==> src/rtl/hier_pkg.sv <==
// rtl/hier_pkg.sv - shared types, limits and index helper for the child sequencer
package hier_pkg;

    localparam int MAX_CHILDREN = 32;
    localparam int IDX_W        = 5;

    typedef enum logic [1:0] {
        IDLE     = 2'd0,
        DISPATCH = 2'd1,
        WAIT     = 2'd2,
        FINISH   = 2'd3
    } hier_state_e;

    // Index of the lowest child that is enabled and not yet served; 0 if none.
    function automatic logic [IDX_W-1:0] lowest_set(
        input logic [MAX_CHILDREN-1:0] mask,
        input logic [MAX_CHILDREN-1:0] served
    );
        logic [MAX_CHILDREN-1:0] avail;
        avail      = mask & ~served;
        lowest_set = '0;
        for (int i = MAX_CHILDREN - 1; i >= 0; i--) begin
            if (avail[i]) begin
                lowest_set = IDX_W'(i);
            end
        end
    endfunction

endpackage

==> src/rtl/hier_child_sequencer_if.sv <==
// rtl/hier_child_sequencer_if.sv - parent/children handshake bundle for the child sequencer
interface hier_child_sequencer_if #(
    parameter int NUM_CHILDREN = 5
);
    logic                    start_i;
    logic [NUM_CHILDREN-1:0] child_en_i;
    logic                    busy_o;
    logic                    done_o;
    logic                    err_o;
    logic [NUM_CHILDREN-1:0] child_start_o;
    logic [NUM_CHILDREN-1:0] child_done_i;

    modport master (
        output start_i, child_en_i, child_done_i,
        input  busy_o, done_o, err_o, child_start_o
    );

    modport slave (
        input  start_i, child_en_i, child_done_i,
        output busy_o, done_o, err_o, child_start_o
    );
endinterface

==> src/rtl/hier_watchdog.sv <==
// rtl/hier_watchdog.sv - wait-phase watchdog counter
module hier_watchdog #(
    parameter int W = 8
) (
    input  logic clk,
    input  logic rst,
    input  logic clear,
    input  logic enable,
    output logic expired
);
    logic [W-1:0] count;

    // Restart on every entry to the wait phase, count each waiting cycle.
    always_ff @(posedge clk) begin
        if (rst || clear) begin
            count <= '0;
        end else if (enable) begin
            count <= count + W'(1);
        end
    end

    // Fires in the waiting cycle whose increment brings the counter to all-ones.
    assign expired = enable && ((count + W'(1)) == {W{1'b1}});
endmodule

==> src/rtl/hier_child_sequencer.sv <==
// rtl/hier_child_sequencer.sv - start/done child sequencer; optional watchdog under HIER_TIMEOUT_EN
module hier_child_sequencer
    import hier_pkg::*;
#(
    parameter int NUM_CHILDREN = 5,
    parameter int PARALLEL     = 0,
    parameter int TIMEOUT_W    = 8
) (
    input logic                   clk,
    input logic                   rst,
    hier_child_sequencer_if.slave bus
);
    typedef logic [NUM_CHILDREN-1:0] vec_t;

    if (NUM_CHILDREN < 1 || NUM_CHILDREN > MAX_CHILDREN || TIMEOUT_W < 1) begin : g_param_check
        $error("hier_child_sequencer: NUM_CHILDREN must be 1..32 and TIMEOUT_W at least 1");
    end

    hier_state_e      state;
    vec_t             mask;
    vec_t             served;
    vec_t             done_seen;
    vec_t             child_start;
    logic [IDX_W-1:0] idx;
    logic             busy;
    logic             done;
    logic             err;

    logic             cur_hit;
    vec_t             done_now;
    logic             all_done;
    logic             more;
    logic [IDX_W-1:0] first_idx;
    logic [IDX_W-1:0] next_idx;
    logic             timeout;

    // Completion detection and next-child selection from the captured mask.
    always_comb begin
        cur_hit   = |(bus.child_done_i & (vec_t'(1) << idx));
        done_now  = bus.child_done_i & mask;
        all_done  = ((done_seen | done_now) == mask);
        more      = |(mask & ~served);
        first_idx = lowest_set(MAX_CHILDREN'(bus.child_en_i), '0);
        next_idx  = lowest_set(MAX_CHILDREN'(mask), MAX_CHILDREN'(served));
    end

`ifdef HIER_TIMEOUT_EN
    hier_watchdog #(
        .W(TIMEOUT_W)
    ) u_watchdog (
        .clk    (clk),
        .rst    (rst),
        .clear  (state == DISPATCH),
        .enable (state == WAIT),
        .expired(timeout)
    );
`else
    assign timeout = 1'b0;
`endif

    // Run control: capture, dispatch, wait for children, report; outputs registered here.
    always_ff @(posedge clk) begin
        if (rst) begin
            state       <= IDLE;
            busy        <= 1'b0;
            done        <= 1'b0;
            err         <= 1'b0;
            child_start <= '0;
            mask        <= '0;
            served      <= '0;
            done_seen   <= '0;
            idx         <= '0;
        end else begin
            child_start <= '0;
            done        <= 1'b0;
            case (state)
                IDLE: begin
                    if (bus.start_i) begin
                        mask      <= bus.child_en_i;
                        busy      <= 1'b1;
                        err       <= 1'b0;
                        done_seen <= '0;
                        if (bus.child_en_i == '0) begin
                            done  <= 1'b1;
                            state <= FINISH;
                        end else if (PARALLEL != 0) begin
                            child_start <= bus.child_en_i;
                            state       <= DISPATCH;
                        end else begin
                            idx         <= first_idx;
                            child_start <= vec_t'(1) << first_idx;
                            served      <= vec_t'(1) << first_idx;
                            state       <= DISPATCH;
                        end
                    end
                end
                DISPATCH: begin
                    state <= WAIT;
                end
                WAIT: begin
                    if (PARALLEL != 0) begin
                        if (all_done) begin
                            done  <= 1'b1;
                            state <= FINISH;
                        end else if (timeout) begin
                            done  <= 1'b1;
                            err   <= 1'b1;
                            state <= FINISH;
                        end else begin
                            done_seen <= done_seen | done_now;
                        end
                    end else begin
                        if (cur_hit) begin
                            if (more) begin
                                idx         <= next_idx;
                                child_start <= vec_t'(1) << next_idx;
                                served      <= served | (vec_t'(1) << next_idx);
                                state       <= DISPATCH;
                            end else begin
                                done  <= 1'b1;
                                state <= FINISH;
                            end
                        end else if (timeout) begin
                            done  <= 1'b1;
                            err   <= 1'b1;
                            state <= FINISH;
                        end
                    end
                end
                FINISH: begin
                    busy  <= 1'b0;
                    err   <= 1'b0;
                    state <= IDLE;
                end
                default: begin
                    state <= IDLE;
                end
            endcase
        end
    end

    assign bus.busy_o        = busy;
    assign bus.done_o        = done;
    assign bus.err_o         = err;
    assign bus.child_start_o = child_start;
endmodule

==> src/flat_wrapper.sv <==
// flat-port wrapper written by rule: the top's interface ports become plain ports
module hier_child_sequencer_flat import hier_pkg::*;
#(
    parameter int NUM_CHILDREN = 5,
    parameter int PARALLEL     = 0,
    parameter int TIMEOUT_W    = 8
)
  (clk, rst, bus_start_i, bus_child_en_i, bus_child_done_i, bus_busy_o, bus_done_o, bus_err_o, bus_child_start_o);
  hier_child_sequencer_if #(.NUM_CHILDREN(NUM_CHILDREN)) bus_i ();
  input logic clk;
  input logic rst;
  input wire logic [$bits(bus_i.start_i)-1:0] bus_start_i;
  input wire logic [$bits(bus_i.child_en_i)-1:0] bus_child_en_i;
  input wire logic [$bits(bus_i.child_done_i)-1:0] bus_child_done_i;
  output wire logic [$bits(bus_i.busy_o)-1:0] bus_busy_o;
  output wire logic [$bits(bus_i.done_o)-1:0] bus_done_o;
  output wire logic [$bits(bus_i.err_o)-1:0] bus_err_o;
  output wire logic [$bits(bus_i.child_start_o)-1:0] bus_child_start_o;
  assign bus_i.start_i = bus_start_i;
  assign bus_i.child_en_i = bus_child_en_i;
  assign bus_i.child_done_i = bus_child_done_i;
  assign bus_busy_o = bus_i.busy_o;
  assign bus_done_o = bus_i.done_o;
  assign bus_err_o = bus_i.err_o;
  assign bus_child_start_o = bus_i.child_start_o;
  hier_child_sequencer #(.NUM_CHILDREN(NUM_CHILDREN), .PARALLEL(PARALLEL), .TIMEOUT_W(TIMEOUT_W)) u_core (.clk(clk), .rst(rst), .bus(bus_i));
endmodule
==> config.mk <==
export PLATFORM = sky130hd
export DESIGN_NAME = hier_child_sequencer_flat
export DESIGN_NICKNAME = d
export VERILOG_FILES = /design/src/rtl/hier_pkg.sv /design/src/rtl/hier_child_sequencer_if.sv /design/src/rtl/hier_watchdog.sv /design/src/rtl/hier_child_sequencer.sv /design/src/flat_wrapper.sv
export SDC_FILE = /design/constraint.sdc
export NUM_CORES = 1
export LEC_CHECK = 0
export CORE_MARGIN = 2
export CORE_UTILIZATION = 51
export DETAILED_ROUTE_END_ITERATION = 12
export PLACE_DENSITY = 0.78
export SYNTH_ARGS = -nofsm -noshare
export SYNTH_HDL_FRONTEND = slang
export SYNTH_SLANG_ARGS = --single-unit
==> constraint.sdc <==
create_clock -name clk -period 2.7 [get_ports clk]
set_clock_uncertainty 0.2 [all_clocks]
set_input_delay 0.27 -clock clk [delete_from_list [all_inputs] [get_ports clk]]
set_output_delay 0.27 -clock clk [all_outputs]
set_load 0.1 [all_outputs]
### Word-level counts from Yosys, hierarchy flattened

Cells that the tools add are included.
W data, S select, Z words.

| storage, ports and cells | value |
|---|---|
| flip-flop bits (word level) | 25 |
| bits of input ports | 13 |
| logic and storage cells | 100 |

| cells by class | value |
|---|---|
| equal/unequal tests | 7 |
| shifts and indexed selects | 3 |
| multiplexer cells | 66 |
| bitwise gates (word level) | 6 |
| reductions and logical operators | 10 |

Operator list:

| kind | count |
|---|---|
| $mux W5 | 48 |
| $and A5 B32 Y32 | 1 |
| $not A5 Y32 | 1 |
| $pmux W5 S2 | 3 |
| $shl A1 B5 Y5 const A | 3 |
| $and A5 B5 Y5 | 2 |
| $reduce_or A5 Y1 | 2 |
| $mux W2 | 4 |
| $pmux W2 S4 | 1 |
| $mux W1 | 6 |
| $pmux W1 S2 | 3 |
| $reduce_and A2 Y1 | 3 |
| $logic_not A5 Y1 | 1 |
| $not A5 Y5 | 1 |
| $or A5 B5 Y5 | 1 |
| $reduce_and A5 Y1 | 1 |
| $eq A2 B2 Y1 const B | 2 |
| $ne A2 B1 Y1 const B | 2 |
| $ne A2 B2 Y1 const B | 2 |
| $reduce_bool A2 Y1 | 2 |
| $mux W3 | 1 |
| $eq A2 B1 Y1 const B | 1 |
| $logic_not A2 Y1 | 1 |

### Longest topological paths before layout

| depth | value |
|---|---|
| depth in word-level cells | 39 |
| gate-level depth with buffers | 7 |

### Least setup slack after synthesis

No wires, ideal clock.

| timing path | value |
|---|---|
| path type | reg2reg |
| start | reg u_core.idx[1] |
| end | reg u_core.idx[2] |
| setup time | 0.123 ns |
| data arrival time | 1.617 ns |
| required time | 2.377 ns |
| slack | 0.760 ns |
| stages on the path, launching flop included | 6 |
| buffers on the path | 0 |
| period minus slack after synthesis | 1.940 ns |
| path through | dfxtp_1 > mux2_1 > a22oi_2 > a21oi_4 > a21oi_4 > mux2_1 |

| on the way | value |
|---|---|
| longest elaborated chain between the ends | 5 |

RTL lines:

| what | line | source |
|---|---|---|
| start, declared | hier_child_sequencer.sv:24 | `logic [IDX_W-1:0] idx;` |
| start signal, assigned | hier_child_sequencer.sv:90 | `idx <= first_idx;` |
| start signal, assigned | hier_child_sequencer.sv:115 | `idx <= next_idx;` |
| $shl A1 B5 Y5 | hier_child_sequencer.sv:39 | `cur_hit = \|(bus.child_done_i & (vec_t'(1) << idx));` |
| $and A5 B5 Y5 | hier_child_sequencer.sv:39 |  |
| $reduce_or A5 Y1 | hier_child_sequencer.sv:39 |  |
| $ne A2 B1 Y1 (no source line) | -- |  |
| $reduce_and A5 Y1 (no source line) | -- |  |

No other way between the ends.
A chain may end at the register's enable or synchronous reset.

### Worst setup path after layout

Ends and elaborated chain as after synthesis.

==> metrics.log <==
[metrics] worst-case vdd ir drop: 0.389 mV
[metrics] accumulated negative setup slack: 0 ns
[metrics] worst-case reg-to-reg path depth: 5
[metrics] clock tree root driver cell: sky130_fd_sc_hd__clkbuf_4
[metrics] most frequent cells after synthesis: sky130_fd_sc_hd__dfxtp_1, sky130_fd_sc_hd__a21oi_1, sky130_fd_sc_hd__nand2_1, sky130_fd_sc_hd__nor2_1, sky130_fd_sc_hd__nor2b_1
[metrics] first-pass iteration count of the detailed router: 4
[metrics] area grow syn2layout: 20.7%
[metrics] standby leakage power: 0.550 nW
[metrics] number of antenna violations at the first check in global routing: 0
[metrics] floorplan die height: about 52 um
[metrics] placed wire-length estimate: between 2000 and 2500 um
[metrics] Horiz. Die Dim: 51.8 um
[metrics] power after layout: 0.887 mW
[metrics] largest buffer count on any clock path: 2
[metrics] Vias: 1152
[metrics] hold-critical path depth: 2
[metrics] Worst Setup Start Kind: flip-flop
[metrics] HP Class: flip-flop to flip-flop
[metrics] cells taking the most area after synthesis: sky130_fd_sc_hd__dfxtp_1, sky130_fd_sc_hd__a21oi_1, sky130_fd_sc_hd__nand2_1, sky130_fd_sc_hd__nor2b_1, sky130_fd_sc_hd__a21oi_4
[metrics] Port Buf Inserts: 19
[metrics] proportion of register bits with asynchronous set or reset after synthesis: 0
[metrics] total detailed-routing wirelength: 2890 um
[metrics] number of warnings printed during yosys synthesis: 0
[metrics] transition at the pin with the smallest max-transition slack: roughly 0.5 ns
[metrics] count of endpoints failing hold in the final timing report: 0
[metrics] top cell type by total area after synthesis: sky130_fd_sc_hd__dfxtp_1
[metrics] power density cells: 630 mW/mm2
[metrics] CTS tree: yes
[metrics] clock latency at the later pin of the worst-skew pair: roughly 0.32 ns
[metrics] post-layout net count: 175
[metrics] Die Footprint: 0.00269 mm2
[metrics] initial core utilization: 0.533
[metrics] result of the run: finished, final reports clean
[metrics] Clock Power Share: 0.286
[metrics] proportion of power drawn by combinational gates: 0.286
[metrics] maximum fanout along the worst path: 9
[metrics] worst relative slew slack: 0.655
[metrics] Avg Synthesized Cell Area: 8.28 um2
[metrics] diode insertion count for antenna repair: 0
[metrics] commonest register cell after synthesis: sky130_fd_sc_hd__dfxtp_1
[metrics] max-slew violations: 0
[metrics] number of hold-repair buffers added at the cts stage: 0
[metrics] average routed wire per standard cell: 15.3 um
[metrics] H-Tree Depth: 1
[metrics] DRC errors left: 0
[metrics] Setup Buffers After CTS: 0
[metrics] Crit path required time: about 2.7 ns
[metrics] switching pwr: 0.289 mW
[metrics] synthesized instance count: between 100 and 150
[metrics] count of flip-flops with a built-in enable after synthesis: 0
[metrics] clock sink count: 22
[metrics] proportion of layout cells with a drive suffix above 1: 0.124
[metrics] clk slew on worst S/H paths: 0.13 ns
[metrics] floorplan core area: approximately 0.0022 mm2
[metrics] kind of critical path: flip-flop to flip-flop
[metrics] count of final setup violators: 0
[metrics] distinct cell type count after synthesis: 37
[metrics] pin count of the biggest net entering global routing: 14
[metrics] vias per cell: about 6
[metrics] Yosys top cell area share: 0.377
[metrics] vias in the first global route: 1079
[metrics] internal power: 0.598 mW
[metrics] standard-cell rows: 17
[metrics] sequential fraction of design power: 0.428
[metrics] Synthesized Nets: 154
[metrics] remaining antenna violation count after routing: 0
[metrics] Final GP Congestion: 0.932
[metrics] switch share: 0.326
[metrics] highest attainable clock frequency: 0.467 GHz
[metrics] flop and latch count out of synthesis: 22
[metrics] max cap viols: 0
[metrics] final critical path time including I/O delays and setup: 2.14 ns
[metrics] number of resized instances in the post-cts repair step: 0
[metrics] most common cell in the netlist: sky130_fd_sc_hd__dfxtp_1
[metrics] setup repair after global routing missed its margin: no
[metrics] drt initial violations: 44
[metrics] remaining global-route overflow: 0
[metrics] number of placed I/O pins: 21
[metrics] endpoint kind of the worst setup timing path: flip-flop
[metrics] combined area of all synthesized cells: 0.00117 mm2
[metrics] fin crit share: 0.793
[metrics] GRT Overall Usage: 0.236
[metrics] total CTS buffers: 3
[metrics] worst endpoint data arrival time: 2.16 ns
[metrics] wire length of the first global-routing pass: 4690 um
[metrics] sequential area share after synthesis: 0.377
path summary, 6_finish.rpt:
check                    from                to  slack, ns
min          u_core.served[2]  u_core.served[2]       0.26
max             u_core.idx[1]     u_core.idx[2]       0.56
min reg2reg  u_core.served[2]  u_core.served[2]       0.26
max reg2reg     u_core.idx[1]     u_core.idx[2]       0.56
cell type report:
| class | instances | area [um2] |
|---|---|---|
| tap | 28 | 35.0 |
| fill | 186 | 782 |
| inverter | 6 | 22.5 |
| clock inverter | 1 | 30.0 |
| clock buffer | 3 | 22.5 |
| sequential | 22 | 440 |
| multi-input combinational | 107 | 663 |
| timing repair buffer | 22 | 195 |
cell families (layout without fill, tap and decap cells):
family / Yosys count / after routing / share of synthesized area
buffers and inverters: 12 / 32 / 0.0547
AND/OR/NAND/NOR: 59 / 59 / 0.258
flip-flops: 22 / 22 / 0.377
multiplexers: 3 / 3 / 0.0289
other: 1 / 1 / 0.00321
AO/OA/AOI/OAI: 44 / 44 / 0.278
per-layer routing:
layer / global-route usage / vias to the layer above / part of all wire
met5: 0 / - / 0
met1: 0.284 / 526 / 0.42
met4: 0.154 / 0 / 0.046
met3: 0.0259 / 17 / 0.078
li1: - / 545 / -
met2: 0.395 / 64 / 0.46
registers in the layout, summed over array words and instances (netlist names):
register / flops
u_core.bus.busy_o: 1
u_core.bus.child_start_o: 5
u_core.bus.done_o: 1
u_core.idx: 3
u_core.mask: 5
u_core.served: 5
u_core.state: 2
power groups by stage:
stage	clock network, mW	registers [mW]	logic, mW
after global placement	0	0.386	0.244
after floorplan	0	0.417	0.159
after CTS	0.260	0.379	0.251
after detailed placement	0	0.387	0.249
after global routing	0.272	0.384	0.273
final	0.254	0.379	0.254
metrics by stage:
stage	instance area [um2]	hold slack [ns]	worst slack (ns)	utilization	instances
after floorplan	1170	0.206	0.760	-	141
after global placement	1360	0.243	0.344	0.619	185
after detailed placement	1360	0.249	0.308	0.619	185
after CTS	1410	0.266	0.560	0.643	189
after global routing	1410	0.304	0.481	0.643	189
final	1410	0.264	0.560	0.643	189
placed cells by master (no fill, tap or decap), drive strengths merged, types with 2 or more instances in the layout:
cell	n
a211o	4
a211oi	2
a21oi	20
a311oi	2
buf	10
clkbuf	3
clkdlybuf4s50	12
dfxtp	22
inv	6
mux2	3
nand2	16
nand2b	7
nand3	2
nand4	3
nor2	12
nor2b	8
nor3	3
o21ai	5
o311a	2
o31ai	2
or3	2
critical path, stage by stage (launching register included):
cell                      delay, ns
sky130_fd_sc_hd__dfxtp_1       0.42
sky130_fd_sc_hd__mux2_1        0.35
sky130_fd_sc_hd__a22oi_2       0.26
sky130_fd_sc_hd__a21oi_4       0.14
sky130_fd_sc_hd__a21oi_4       0.31
sky130_fd_sc_hd__mux2_1        0.36
Power figures use the tool's default switching activity.
